<file path="src/rtl/vending_machine_multi.sv">
// Multi-product vending machine controller.
// Accepts 5/10/20/50 tk coins into a unit credit register (1 unit = 5 tk), vends a
// selected product when credit covers its price, and returns change one coin at a
// time over a valid/ready handshake, largest coin first.
// Optional feature: define VEND_TIMEOUT_EN to refund idle credit after TIMEOUT_CYC cycles.
module vending_machine_multi #(
   parameter int unsigned N_PROD      = 4,
   parameter int unsigned CREDIT_W    = 6,
   parameter logic [N_PROD*CREDIT_W-1:0] PRICES = {6'd5, 6'd2, 6'd4, 6'd3},
   parameter int unsigned MAX_CREDIT  = 40,
   parameter int unsigned TIMEOUT_CYC = 1000,
   localparam int unsigned SEL_W      = (N_PROD > 1) ? $clog2(N_PROD) : 1
) (
   input  logic                clock,
   input  logic                reset,
   input  logic                coin_valid,
   input  logic [1:0]          coin_val,
   input  logic                sel_valid,
   input  logic [SEL_W-1:0]    sel_id,
   input  logic                cancel,
   input  logic                change_ready,
   output logic                change_valid,
   output logic [1:0]          change_coin,
   output logic                vend,
   output logic [SEL_W-1:0]    vend_id,
   output logic                coin_reject,
   output logic                short_funds,
   output logic                timeout,
   output logic [CREDIT_W-1:0] credit,
   output logic [1:0]          state
);

   typedef enum logic [1:0] {
      StIdle   = 2'b00,
      StCredit = 2'b01,
      StVend   = 2'b10,
      StChange = 2'b11
   } state_e;

   state_e              state_q;
   logic [CREDIT_W-1:0] credit_q;
   logic                change_valid_q;
   logic [1:0]          change_coin_q;
   logic                vend_q;
   logic [SEL_W-1:0]    vend_id_q;
   logic                coin_reject_q;
   logic                short_funds_q;

   logic [CREDIT_W-1:0] coin_units;
   logic [CREDIT_W:0]   coin_sum;
   logic                coin_fits;
   logic [CREDIT_W-1:0] sel_price;
   logic                sel_in_range;
   logic                sel_affordable;
   logic [CREDIT_W-1:0] change_left;
   logic                timeout_hit;

   // Unit value of a coin code: 00=1, 01=2, 10=4, 11=10.
   function automatic logic [CREDIT_W-1:0] coin_value(input logic [1:0] code);
      case (code)
         2'b00:   coin_value = CREDIT_W'(1);
         2'b01:   coin_value = CREDIT_W'(2);
         2'b10:   coin_value = CREDIT_W'(4);
         default: coin_value = CREDIT_W'(10);
      endcase
   endfunction

   // Largest coin not exceeding the remaining credit.
   function automatic logic [1:0] greedy_code(input logic [CREDIT_W-1:0] amount);
      if (amount >= CREDIT_W'(10))     greedy_code = 2'b11;
      else if (amount >= CREDIT_W'(4)) greedy_code = 2'b10;
      else if (amount >= CREDIT_W'(2)) greedy_code = 2'b01;
      else                             greedy_code = 2'b00;
   endfunction

   // Coin acceptance: the widened sum cannot wrap, so the ceiling compare is exact.
   always_comb begin
      coin_units = coin_value(coin_val);
      coin_sum   = {1'b0, credit_q} + {1'b0, coin_units};
      coin_fits  = coin_sum <= (CREDIT_W + 1)'(MAX_CREDIT);
   end

   // Price lookup; an out-of-range index is never affordable.
   always_comb begin
      sel_price    = '0;
      sel_in_range = 1'b0;
      for (int i = 0; i < int'(N_PROD); i++) begin
         if (sel_id == SEL_W'(i)) begin
            sel_price    = PRICES[i*CREDIT_W +: CREDIT_W];
            sel_in_range = 1'b1;
         end
      end
      sel_affordable = sel_in_range && (credit_q >= sel_price);
   end

   // Credit remaining once the presented change coin is taken.
   always_comb begin
      change_left = credit_q - coin_value(change_coin_q);
   end

`ifdef VEND_TIMEOUT_EN
   localparam int unsigned TO_W = $clog2(TIMEOUT_CYC + 1);

   logic [TO_W-1:0] idle_cnt_q;
   logic            timeout_q;
   logic            idle_now;

   assign idle_now    = (state_q == StCredit) && !coin_valid && !sel_valid && !cancel;
   assign timeout_hit = idle_now && (idle_cnt_q == TO_W'(TIMEOUT_CYC - 1));
   assign timeout     = timeout_q;

   // Count consecutive input-free cycles spent holding credit.
   always_ff @(posedge clock) begin
      if (reset) begin
         idle_cnt_q <= '0;
         timeout_q  <= 1'b0;
      end else begin
         timeout_q <= timeout_hit;
         if (!idle_now || timeout_hit) idle_cnt_q <= '0;
         else                          idle_cnt_q <= idle_cnt_q + 1'b1;
      end
   end
`else
   assign timeout_hit = 1'b0;
   assign timeout     = 1'b0;
`endif

   // Main controller: state, credit and all registered outputs.
   always_ff @(posedge clock) begin
      if (reset) begin
         state_q        <= StIdle;
         credit_q       <= '0;
         change_valid_q <= 1'b0;
         change_coin_q  <= 2'b00;
         vend_q         <= 1'b0;
         vend_id_q      <= '0;
         coin_reject_q  <= 1'b0;
         short_funds_q  <= 1'b0;
      end else begin
         vend_q        <= 1'b0;
         vend_id_q     <= '0;
         coin_reject_q <= 1'b0;
         short_funds_q <= 1'b0;
         case (state_q)
            StIdle, StCredit: begin
               // A coin loses to any simultaneous command and to the ceiling.
               if (coin_valid && (sel_valid || cancel || !coin_fits)) coin_reject_q <= 1'b1;
               if ((cancel && credit_q != '0) || timeout_hit) begin
                  state_q        <= StChange;
                  change_valid_q <= 1'b1;
                  change_coin_q  <= greedy_code(credit_q);
               end else if (sel_valid) begin
                  if (sel_affordable) begin
                     state_q   <= StVend;
                     vend_q    <= 1'b1;
                     vend_id_q <= sel_id;
                     credit_q  <= credit_q - sel_price;
                  end else begin
                     short_funds_q <= 1'b1;
                  end
               end else if (coin_valid && coin_fits && !cancel) begin
                  credit_q <= coin_sum[CREDIT_W-1:0];
                  state_q  <= StCredit;
               end
            end
            StVend: begin
               coin_reject_q <= coin_valid;
               if (credit_q != '0) begin
                  state_q        <= StChange;
                  change_valid_q <= 1'b1;
                  change_coin_q  <= greedy_code(credit_q);
               end else begin
                  state_q <= StIdle;
               end
            end
            default: begin
               coin_reject_q <= coin_valid;
               if (change_valid_q && change_ready) begin
                  credit_q <= change_left;
                  if (change_left == '0) begin
                     state_q        <= StIdle;
                     change_valid_q <= 1'b0;
                     change_coin_q  <= 2'b00;
                  end else begin
                     change_coin_q <= greedy_code(change_left);
                  end
               end
            end
         endcase
      end
   end

   assign state        = state_q;
   assign credit       = credit_q;
   assign change_valid = change_valid_q;
   assign change_coin  = change_coin_q;
   assign vend         = vend_q;
   assign vend_id      = vend_id_q;
   assign coin_reject  = coin_reject_q;
   assign short_funds  = short_funds_q;

endmodule

</file>
<file path="config.mk">
export PLATFORM = sky130hd
export DESIGN_NAME = vending_machine_multi
export DESIGN_NICKNAME = d
export VERILOG_FILES = /design/src/rtl/vending_machine_multi.sv
export SDC_FILE = /design/constraint.sdc
export NUM_CORES = 1
export LEC_CHECK = 0
export BUFFER_PORTS_ARGS = -buffer_cell sky130_fd_sc_hd__buf_4
export CORE_ASPECT_RATIO = 1.2
export CORE_MARGIN = 2
export CORE_UTILIZATION = 25
export DETAILED_ROUTE_END_ITERATION = 6
export PLACE_DENSITY = 0.53
export REMOVE_ABC_BUFFERS = 1
export SLEW_MARGIN = 30
export SYNTH_ARGS = -nofsm -noshare
export SYNTH_HDL_FRONTEND = slang
export SYNTH_SLANG_ARGS = --single-unit
</file>
<file path="constraint.sdc">
create_clock -name clock -period 8.1 [get_ports clock]
set_input_delay 1.215 -clock clock [delete_from_list [all_inputs] [get_ports clock]]
set_output_delay 1.215 -clock clock [all_outputs]
set_load 0.02 [all_outputs]
</file>
==> Yosys cells after proc, flatten, opt, wreduce, memory -nomap -nowiden <==
Index checks and enable logic that the tools add are counted.
{ "totals": {"latch_bits": 0, "wordCells": 109, "out_inout_bits": 17, "mem_bits_ro": 0, "memories": 0, "ram_bits": 0, "input_bits": 10, "reg_bits": 16} }
{ "op_classes": {"n_addsub": 3, "n_mux": 44, "n_shift": 0, "div_mod_pow": 0, "multipliers": 0, "bitwise": 4, "n_eq_ne": 16, "n_reduce_logical": 26, "order_cmp": 8} }
{ "ops": {"columns": ["op", "count"], "rows": [
  ["6-bit 2-to-1 mux", 8],
  ["2-bit 2-to-1 mux", 16],
  ["4-bit case mux with 3 select lines", 2],
  ["1-bit 2-to-1 mux", 14],
  ["6-bit by 2-bit greater-or-equal comparator with 1-bit output, second input constant", 2],
  ["6-bit by 3-bit greater-or-equal comparator with 1-bit output, second input constant", 2],
  ["6-bit by 4-bit greater-or-equal comparator with 1-bit output, second input constant", 2],
  ["6-bit case mux with 2 select lines", 1],
  ["6-bit subtractor", 2],
  ["2-bit equality test, second input constant", 5],
  ["2-bit by 1-bit equality test with 1-bit output, second input constant", 4],
  ["2-bit zero test", 4],
  ["4-bit inequality test, second input constant", 2],
  ["2-bit case mux with 2 select lines", 2],
  ["4-bit AND reduction", 2],
  ["6-bit by 6-bit adder with 7-bit output", 1],
  ["7-bit by 6-bit <= comparator with 1-bit output, second input constant", 1],
  ["6-bit greater-or-equal comparator", 1],
  ["1-bit logical AND", 6],
  ["6-bit zero test", 1],
  ["2-bit inequality test, second input constant", 3],
  ["3-bit inequality test, second input constant", 2],
  ["3-bit nonzero test", 2],
  ["6-bit nonzero test", 1],
  ["other kinds (10)", 15]
]} }

==> Depth between registers and ports, before layout <==
Gate-level depths: netlist of run 1.
{ "logic_depth": {"ltp_word": 11, "mapped_depth": 13} }

==> Worst setup path after synthesis of run 1 <==
Ideal clock, no wire load.
{ "synth_timing": {"kind": "input-to-reg", "startpoint": "in sel_id[0]", "endpoint": "reg credit_q[5] (netlist: credit[5])", "stages": 13, "arrival_time_ps": 3431, "setup_time_ps": 123, "path_slack_ps": 4546, "t_required_ps": 7977, "path_cell_list": "ha_1 > inv_1 > ha_1 > inv_1 > fa_1 > a21oi_1 > a32o_1 > nand2_1 > a21o_4 > o311ai_4 > buf_6 > a21oi_1 > mux2_1"} }
{ "synth_via": {"elab_chain_len": 10, "word_cells_on_any_way": 21} }
{ "synth_rtl": {"columns": ["item", "line", "rtl"], "rows": [
  ["from (decl)", "19", "input logic [SEL_W-1:0] sel_id,"],
  ["2-bit zero test", "88", "if (sel_id == SEL_W'(i)) begin"],
  ["2-bit 2-to-1 mux", "88", null],
  ["6-bit 2-to-1 mux (3 in series)", "88", null],
  ["6-bit subtractor", "157", "credit_q <= credit_q - sel_price;"],
  ["6-bit 2-to-1 mux", "153", "if (sel_affordable) begin"],
  ["6-bit 2-to-1 mux", "152", "end else if (sel_valid) begin"],
  ["6-bit 2-to-1 mux", "148", "if ((cancel && credit_q != '0) || timeout_hit) begin"],
  ["6-bit case mux with 2 select lines", "144", "case (state_q)"],
  ["to (signal assigned)", "157", null],
  ["to (signal assigned)", "162", "credit_q <= coin_sum[CREDIT_W-1:0];"],
  ["to (signal assigned)", "179", "credit_q <= change_left;"],
  ["to (decl)", "41", "logic [CREDIT_W-1:0] credit_q;"]
]} }
Parallel ways exist; a longest one is shown, timed or not. The select of a mux whose other input is x is not followed.
A chain may end at the register's enable or synchronous reset.

==> Final worst setup path of run 1 <==
Same ends and word-level chain as after synthesis.

==> results of run 1 <==
through the flow:
stage | utilization (%) | hold WS [ns] | std cells
CTS | 30.7 | 0.524 | 304
detailed placement | 29.8 | 0.512 | 300
finish | 30.7 | 0.512 | 304
global route | 30.7 | 0.548 | 304
floorplan | - | 0.555 | 193
global placement | 29.8 | 0.510 | 300
critical path, cell delays in order:
cell      delay [ns]
buf_4           0.14
ha_1            0.28
inv_1           0.06
ha_1            0.15
inv_1           0.05
fa_1            0.39
a21oi_1         0.21
a32o_1          0.33
nand2_1         0.10
a21o_4          0.22
o311ai_4        0.14
a21oi_1         0.09
mux2_1          0.32
per-layer routing:
layer / share of wire (%) / wire (um) / global-route usage (%) / vias up
li1: - / - / - / 769
met1: 44 / 1880 / 15.2 / 702
met2: 50 / 2130 / 22.8 / 38
met3: 5.1 / 218 / 2.10 / 2
met4: 0.61 / 26 / 2.73 / 0
met5: 0 / 0 / 0 / -
worst max path at each step:
stage / end / slack, ns
3_5_place_dp: credit[5]$_SDFFE_PP0P_ / 4.27
4_1_cts: credit[5]$_SDFFE_PP0P_ / 4.53
6_report: credit[5]$_SDFFE_PP0P_ / 4.53
2_1_floorplan: credit[5]$_SDFFE_PP0P_ / 4.61
5_1_grt: credit[5]$_SDFFE_PP0P_ / 4.32
3_3_place_gp: credit[5]$_SDFFE_PP0P_ / 4.28
final cells by class:
type | count | share of cell area, %
clock buffers | 4 | 2.96
well taps | 82 | 5.52
multi-input cells | 161 | 61.0
inverters | 16 | 3.23
repair buffers | 25 | 10.1
flip-flops and latches | 16 | 17.2
synthesized netlist by cell type, types with 4 or more instances:
master and n:
inv_1 16, clkbuf_1 5, a211oi_1 9, nor2b_1 7
nor3_1 8, and2_1 4, nor2_1 20, a21oi_1 16
dfxtp_1 16, nand2_1 12, xnor2_1 4, a211o_1 4
o21ai_0 14, ha_1 13
placed cells by master (no fill, tap or decap), types with 3 or more instances in the layout:
cell,count
clkbuf_8,4
nand3_1,3
fa_1,3
or3_1,3
inv_1,16
xnor2_1,4
nor2b_1,7
nor3_1,8
dfxtp_1,16
o21a_1,3
o21ai_0,14
a31oi_1,3
nand2_1,12
a21oi_1,16
a211o_1,4
ha_1,13
nand2b_1,3
a211oi_1,9
buf_4,25
and2_1,4
nor2_1,20
sequential cells by signal, summed over array words and instances, names as in the netlist:
signal,count
change_coin,2
change_valid,1
coin_reject,1
credit,6
short_funds,1
state,2
vend,1
vend_id,2
cells by family after synthesis:
logic type	share of synthesized area [%]
AOI/OAI and AO/OA	29.8
xor gates and xnor gates	3.37
adders and majority gates	14.3
buffers and inverters	6.89
DFF	20.5
muxes	1.44
other	0.240
and+or+nand+nor	23.5
report_power, final:
group	internal [mW]	total, mW	switching [mW]
clock	0.0431	0.0718	0.0287
sequential	0.109	0.183	0.0741
combinational	0.294	0.649	0.355
total	0.446	0.903	0.457
==> impl_metrics.ini, run 1 <==
[status]
run_status = complete, no violations

[logic_synthesis]
syn_area_per_cell_sq_um = 7.73
syn-instance-count = 202
yosysSeqAreaShare_pct = 20.5
synthesis.area_sq_mm = 0.00156
synth_top_area_share_pct = 20.5
synth_seq_cells = 16
synthFlopType = dfxtp_1
synthArstFlopShare_pct = 0
synthTopCellsByArea = dfxtp_1 21%, ha_1 10%, a21oi_1 5.1%
synth_edf_count = 0
ys_types = 50
yosysWarnings = 0
synth_largest_area_cell = dfxtp_1

[sta]
layout_min_cycle_time_ns = 3.57
fmax_ghz = 0.280
finClkSkew_ns = 0.00226
final.period_utilization_pct = 44.0
tns_ns = 0
finalSetupViolations = 0
finalHoldViolations = 0
worst_pin_slew_ns = 0.747
rsz0062_at_grt = false
slew_violations = 0
relSlewSlack_pct = 50.1
fin_ws_ns = 4.53

[worst_setup_path]
reg2reg_depth = 9
startpoint_type = input pin
crit_arrival_ns = 3.70
ff2ff_setup_slack_ns = 5.02
crit_type = input pin to register
critPathCaptureType = register
reg2reg_to = credit[5]$_SDFFE_PP0P_
r2r-start = credit[1]$_SDFFE_PP0P_
required_ns = 8.24
cp_max_fo = 11
startpoint = sel_id[0]

[cts]
hold_buffers = 0
cts_buffers = 3
clkLatencyLatePin_ns = 0.25
cts_buffer_depth = 2
cts_tree = done
post_cts_buffers = 0
path_clk_slew_ns = 0.07
cts_resized = 0
cts_root_buf = clkbuf_8
clock_sinks = 16
h-tree-depth = 1

[drt]
first_pass_iters = 4
vias = 1511
drtIter0Drc = 106
antenna_left = 0
wirelength_mm = 4.25
drt-vias-per-instance = 4.97
wl_per_cell_um = 14.0
drc_errors = 0

[worst_hold_path]
hold_depth = 2
hold_path_class = register to register
min_from = change_coin[1]$_SDFFE_PP0P_
min_to = change_coin[1]$_SDFFE_PP0P_

[finish]
regArea_sq_um = 320
num-nets-final = 249
area_delta_synth_final_pct = 19.1
fill_cells = 695
insertedDiodeCount = 0
fin_area_sq_mm = 0.00186
multi_input_area_sq_mm = 0.00113
drive_gt1_share_pct = 17.6

[power_and_ir_drop]
power_density_mw_per_mm2 = 486
totalPowerFinal_uw = 903
total_leakage_power_nw = 0.750
vdd_ir_drop_max_mv = 0.122

[floorplanning]
rows = 31
core-area_sq_mm = 0.00605
die-area_sq_mm = 0.00690
die_w_um = 76.1
initial_core_util_pct = 25.8
io_pins = 27
die_h_um = 90.6

[job]
maxCapViolations = 0

[placement]
place_ws_ns = 4.27
gp_congestion = 0.814
io_buffers = 25
dp_hpwl_mm = 3.33
placed_cell_area_sq_mm = 0.00180

[grt]
grt_start_max_net_pins = 20
globalRouteTotalUtil_pct = 12.5
grt_pass1_vias = 1382
antenna_found_initial = 0
grt_overflow_total = 0
grt_pass1_wl_mm = 6.87
Note: power is estimated with default switching activity, not from simulation.
==> inputs of run 2 (changes only) <==
--- a/config.mk
+++ b/config.mk
@@ -5,12 +5,13 @@
 export SDC_FILE = /design/constraint.sdc
 export NUM_CORES = 1
 export LEC_CHECK = 0
+export ABC_AREA = 1
 export BUFFER_PORTS_ARGS = -buffer_cell sky130_fd_sc_hd__buf_4
 export CORE_ASPECT_RATIO = 1.2
 export CORE_MARGIN = 2
 export CORE_UTILIZATION = 25
 export DETAILED_ROUTE_END_ITERATION = 6
-export PLACE_DENSITY = 0.53
+export PLACE_DENSITY = 0.54
 export REMOVE_ABC_BUFFERS = 1
 export SLEW_MARGIN = 30
 export SYNTH_ARGS = -nofsm -noshare
==> constraint.sdc (replaced) <==
create_clock -name clock -period 2.9 [get_ports clock]
set_input_delay 0.435 -clock clock [delete_from_list [all_inputs] [get_ports clock]]
set_output_delay 0.435 -clock clock [all_outputs]
set_load 0.02 [all_outputs]
==> run 2 against run 1 <==
Net effect: die area grew 9.4%; largest cell class unchanged; design area grew 10%; highest routed layer unchanged; register-to-register slack got worse by 4.4 ns.
==> impl_metrics.ini, run 2 <==
[finish]
final_common_cell = nand2_1
regArea_sq_um = 320
num-nets-final = 327
fin_area_sq_mm = 0.00205
drive_gt1_share_pct = 20.3
insertedDiodeCount = 0
fill_cells = 739
multi_input_area_sq_mm = 0.00120
largest_reg_flops = 6
mostFrequentLayoutCells = 66 x nand2_1, 35 x inv_1, 35 x nor2_1
area_delta_synth_final_pct = 19.5
stdcell_count = 387

[worst_hold_path]
hold_depth = 2
hold_path_class = input pin to register
min_from = reset

[placement]
io_buffers = 25
place_ws_ns = 0.286
gp_congestion = 0.908
dp_hpwl_mm = 3.84
placed_cell_area_sq_mm = 0.00200
placedCellCount = 383

[cts]
h-tree-depth = 1
path_clk_slew_ns = 0.07
clock_sinks = 16
cts_buffers = 3
hold_buffers = 0
cts_tree = done
post_cts_buffers = 0
cts_buffer_depth = 2
cts_resized = 0
clkLatencyLatePin_ns = 0.25
cts_root_buf = clkbuf_8

[sta]
final.period_utilization_pct = 81.0
finalSetupViolations = 0
fin_ws_ns = 0.551
finalHoldViolations = 0
hold_slack_ns = 0.383
fmax_ghz = 0.426
slew_violations = 0
tns_ns = 0
layout_min_cycle_time_ns = 2.35
finClkSkew_ns = 0.00346
rsz0062_at_grt = false

[floorplanning]
initial_core_util_pct = 25.5
die_w_um = 79.6
die_h_um = 94.7
io_pins = 27
core-area_sq_mm = 0.00673
rows = 33
die-area_sq_mm = 0.00754

[drt]
wirelength_mm = 4.63
first_pass_iters = 4
drc_errors = 0
vias = 1777
wl_per_cell_um = 12.0
drtIter0Drc = 141
drt-vias-per-instance = 4.59
antenna_left = 0

[logic_synthesis]
synthTopCellsByArea = dfxtp_1 19%, nand2_1 14%, ha_1 9.5%
synthArstFlopShare_pct = 0
synth_top_area_share_pct = 18.7
yosysWarnings = 0
synthesis.area_sq_mm = 0.00172
syn-instance-count = 274
synth_largest_area_cell = dfxtp_1
synth_common_cells = 66 x nand2_1, 35 x inv_1, 35 x nor2_1, 32 x nand3_1, 16 x dfxtp_1
syn_area_per_cell_sq_um = 6.26
yosysSeqAreaShare_pct = 18.7
synthFlopType = dfxtp_1
synth_most_common_cell = nand2_1
ys_types = 37
synth_edf_count = 0
synth_seq_cells = 16

[worst_setup_path]
crit_family = adder cells
crit_type = input pin to register
cpMaxStageDelayCell = fa_1
startpoint = sel_id[0]
cpPeakStageDelay_ns = 0.39
required_ns = 3.04
reg2reg_depth = 16
crit_arrival_ns = 2.49
worstSetupPathDepth = 18
path_cells = buf_4 > ha_1 > inv_1 > ha_1 > inv_1 > fa_1 > nand2_1 > nand2_1 > nor2_1 > nand2_1 > o21ai_2 > nand2_2 > nand2_2 > o21ai_4 > nand2_4 > inv_4 > nor2_1 > nor2_1
r2r-start = credit[0]$_SDFFE_PP0P_
startpoint_type = input pin
cp_max_fo = 7
critPathCaptureType = register
worst-path-buf-inv = 4

[power_and_ir_drop]
power_frac_comb_pct = 74.6
intPower_mw = 1.08
power_switching_mw = 1.34
vdd_ir_drop_max_mv = 0.266
power_density_mw_per_mm2 = 1180
pwr-share-clk_pct = 8.1
total_leakage_power_nw = 1.05
sequentialPowerShare_pct = 17.3
p_sw_share_pct = 55.3

[grt]
grt_pass1_wl_mm = 8.05
grt_pass1_vias = 1759
grt_start_max_net_pins = 16
antenna_found_initial = 0
globalRouteTotalUtil_pct = 13.3
grt_overflow_total = 0

[job]
maxCapViolations = 0

[status]
run_status = complete, no violations
## run 2: area by class of cell
class	count	area share, %
multi-input cells	211	58.7
flip-flops and latches	16	15.6
repair buffers	27	9.88
inverters	42	7.81
well taps	87	5.31
clock buffers	4	2.68
## run 2: per-layer routing
layer  part of all wire [%]  track usage (%)  up-vias
met5                      0                0        -
met4                    2.4             4.31        0
met3                    3.8             2.96       14
met2                     47             22.5       35
met1                     46             16.6      798
li1                       -                -      930
## run 2: path summary, 6_finish.rpt
path | end | slack (ns)
min | state[1]$_SDFFE_PP0P_ | 0.38
max | credit[4]$_SDFFE_PP0P_ | 0.55
max reg2reg | credit[4]$_SDFFE_PP0P_ | 0.67
min reg2reg | change_valid$_SDFFE_PP0P_ | 0.49
## run 2: power groups by stage
| stage | Sequential, mW | Clock (mW) | Combinational (mW) |
|---|---|---|---|
| after floorplan | 0.490 | 0 | 1.26 |
| after global placement | 0.430 | 0 | 1.81 |
| after detailed placement | 0.427 | 0 | 1.81 |
| after CTS | 0.423 | 0.203 | 1.82 |
| after global routing | 0.436 | 0.213 | 2.09 |
| final | 0.420 | 0.198 | 1.81 |
## run 2: cells by family after synthesis
kind of cell / count (synthesis) / synth area share (%)
flops: 16 / 18.7
compound gates: 33 / 11.7
other cells: 1 / 0.219
simple gates: 160 / 44.7
buf+inv: 47 / 11.2
fa+ha+maj: 16 / 13.0
xor+xnor: 1 / 0.511
## run 2: worst reg2reg max path: cells and delay by family (launching register included)
kind / cells / cell delay (ns)
and+or+nand+nor: 11 / 0.93
buffers and inverters: 3 / 0.22
DFF: 1 / 0.44
adders and majority gates: 2 / 0.60
## run 2: stage by stage
step | util (%) | power (mW)
6_report | 30.5 | 2.43
5_1_grt | 30.5 | 2.74
4_1_cts | 30.5 | 2.44
3_5_place_dp | 29.7 | 2.24
3_3_place_gp | 29.7 | 2.24
2_1_floorplan | - | 1.75
==> inputs of run 3 (changes only) <==
==> constraint.sdc (replaced) <==
create_clock -name clock -period 1.89 [get_ports clock]
set_input_delay 0.2835 -clock clock [delete_from_list [all_inputs] [get_ports clock]]
set_output_delay 0.2835 -clock clock [all_outputs]
set_load 0.02 [all_outputs]
==> run 3 against run 2 <==
Net effect: routed wire length is 11% higher; non-clock buffer count is 52 higher; critical path depth is 3 lower; sequential power is 51% higher; largest power group unchanged; the run now ends with negative setup slack left; design area is 27% higher; combinational power is 130% higher; total power is 110% higher; clock skew is 0.00096 ns lower; hold slack worse by 0.15 ns; clock power is 52% higher; sequential share of layout area is 3.0 points lower; setup slack worse by 0.74 ns.
==> impl_metrics.ini, run 3 (same netlist as run 2, synthesis figures left out) <==
[placement]
placed_cell_area_sq_mm = 0.00232
dp_hpwl_mm = 4.17
place_ws_ns = -0.464
gp_congestion = 0.881
io_buffers = 25

[grt]
grt_pass1_wl_mm = 8.71
globalRouteTotalUtil_pct = 14.4
grt_pass1_vias = 1939
grt_overflow_total = 0
antenna_found_initial = 0
grt_start_max_net_pins = 16

[sta]
fin_ws_ns = -0.188
layout_min_cycle_time_ns = 2.08
finalHoldViolations = 0
final.period_utilization_pct = 110
fmax_ghz = 0.481
rsz0062_at_grt = true
finClkSkew_ns = 0.00250
finalSetupViolations = 12
slew_violations = 0

[power_and_ir_drop]
vdd_ir_drop_max_mv = 0.597
power_frac_comb_pct = 81.4
p_sw_share_pct = 49.5
intPower_mw = 2.55
power_switching_mw = 2.49
power_density_mw_per_mm2 = 1930
totalPowerFinal_mw = 5.04
total_leakage_power_nw = 1.32
pwr-share-clk_pct = 5.9
sequentialPowerShare_pct = 12.6

[worst_setup_path]
cp_common_cell = nand2_1
reg2reg_to = credit[4]$_SDFFE_PP0P_
startpoint_type = register
path_cells = nor2_2 > ha_2 > inv_2 > fa_2 > nand3_2 > nand2_1 > nand2_1 > nand2_2 > buf_4 > buf_4 > o21ai_2 > inv_1 > nand3_1 > nand2_1 > nor2_1
cp_max_fo = 4
crit_arrival_ns = 2.27
r2r-start = change_coin[0]$_SDFFE_PP0P_
required_ns = 2.08
ff2ff_setup_slack_ns = -0.19
cpMaxStageDelayCell = fa_2
crit_type = register to register
cpPeakStageDelay_ns = 0.42
reg2reg_depth = 15
critPathCaptureType = register

[drt]
vias = 1945
wl_per_cell_um = 11.7
antenna_left = 0
drtIter0Drc = 46
first_pass_iters = 4
wirelength_mm = 5.15
drc_errors = 0
drt-vias-per-instance = 4.43

[finish]
area_delta_synth_final_pct = 52.1
fin_area_sq_mm = 0.00261
final_util_pct = 38.8
largest_reg_flops = 6
final_common_cell = buf_4
fill_cells = 722
mostFrequentLayoutCells = 78 x buf_4, 64 x nand2_1, 29 x inv_1, 29 x nor2_1, 27 x nand3_1
num-nets-final = 379
insertedDiodeCount = 0
drive_gt1_share_pct = 42.0

[worst_hold_path]
hold_path_class = input pin to register
min_to = state[1]$_SDFFE_PP0P_
hold_depth = 2
min_from = reset

[cts]
cts_buffers = 3
cts_tree = done
h-tree-depth = 1
clkLatencyLatePin_ns = 0.25
cts_root_buf = clkbuf_8
hold_buffers = 0
cts_buffer_depth = 2
clock_sinks = 16
path_clk_slew_ns = 0.06

[floorplanning]
rows = 33
die_w_um = 79.6
core-area_sq_mm = 0.00673
die_h_um = 94.7
io_pins = 27
initial_core_util_pct = 25.5
die-area_sq_mm = 0.00754

[status]
violations = negative setup slack
run_status = finished with violations

[job]
maxCapViolations = 0
[run 3: cell count changes in the layout (fill, tap and decap cells not counted), sizes merged]
cell  before  now
buf       27   79
[run 3: timing repair]
action / 4_1_cts / 5_1_grt
setup endpoints to repair: 16 / 13
gates resized for setup: 24 / 27
cloned: 0 / 0
buffers inserted: 5 / 4
pin swaps: 7 / 20
hold endpoints to repair: 0 / 0
[run 3: worst max-delay path by stage]
stage | slack [ns] | to | startpoint | cells past startpoint
after floorplan | -0.27 | credit[4]$_SDFFE_PP0P_ | credit[1]$_SDFFE_PP0P_ | 14
after global placement | -0.46 | credit[4]$_SDFFE_PP0P_ | sel_id[0] | 18
after detailed placement | -0.46 | credit[3]$_SDFFE_PP0P_ | sel_id[0] | 18
after CTS | -0.17 | credit[3]$_SDFFE_PP0P_ | credit[0]$_SDFFE_PP0P_ | 17
after global routing | -0.34 | state[0]$_SDFFE_PP0P_ | change_coin[0]$_SDFFE_PP0P_ | 14
final | -0.19 | credit[4]$_SDFFE_PP0P_ | change_coin[0]$_SDFFE_PP0P_ | 15
[run 3: power by group through the flow]
| stage | Clock [mW] | Combinational (mW) | Sequential, mW |
|---|---|---|---|
| 2_1_floorplan | 0 | 1.93 | 0.753 |
| 3_3_place_gp | 0 | 3.44 | 0.607 |
| 3_5_place_dp | 0 | 3.46 | 0.607 |
| 4_1_cts | 0.310 | 3.67 | 0.627 |
| 5_1_grt | 0.330 | 4.57 | 0.656 |
| 6_report | 0.300 | 4.10 | 0.635 |
[run 3: cell type report]
type,instances,area [sq um],share of cell area (%)
Timing Repair Buffer,79,597,22.9
Tap cell,87,109,4.17
Multi-Input combinational cell,211,1350,51.7
Sequential cell,16,330,12.7
Inverter,42,170,6.52
Clock buffer,4,55.1,2.11
[run 3: metrics by stage]
stage | hold WS (ns) | TNS, ns | instances
floorplan | 0.346 | -2.07 | 269
global placement | 0.474 | -4.74 | 426
detailed placement | 0.478 | -4.76 | 426
CTS | 0.227 | -1.40 | 435
global route | 0.232 | -3.26 | 439
finish | 0.236 | -1.54 | 439
[run 3: worst max-delay path: cells and delay by family (launching register included)]
kind | cells | cell delay (ns)
flip-flops | 1 | 0.36
buffers and inverters | 4 | 0.37
AND/OR/NAND/NOR | 8 | 0.60
AO/OA/AOI/OAI | 1 | 0.09
adder cells (fa/ha/maj) | 2 | 0.59
[run 3: per-layer routing]
metal	vias to the layer above	wire length [um]	share of wire, %	global-route usage [%]
li1	1035	-	-	-
met1	874	2240	44	17.4
met2	30	2680	52	26.4
met3	6	163	3.2	2.49
met4	0	56	1.1	3.16
met5	-	0	0	0
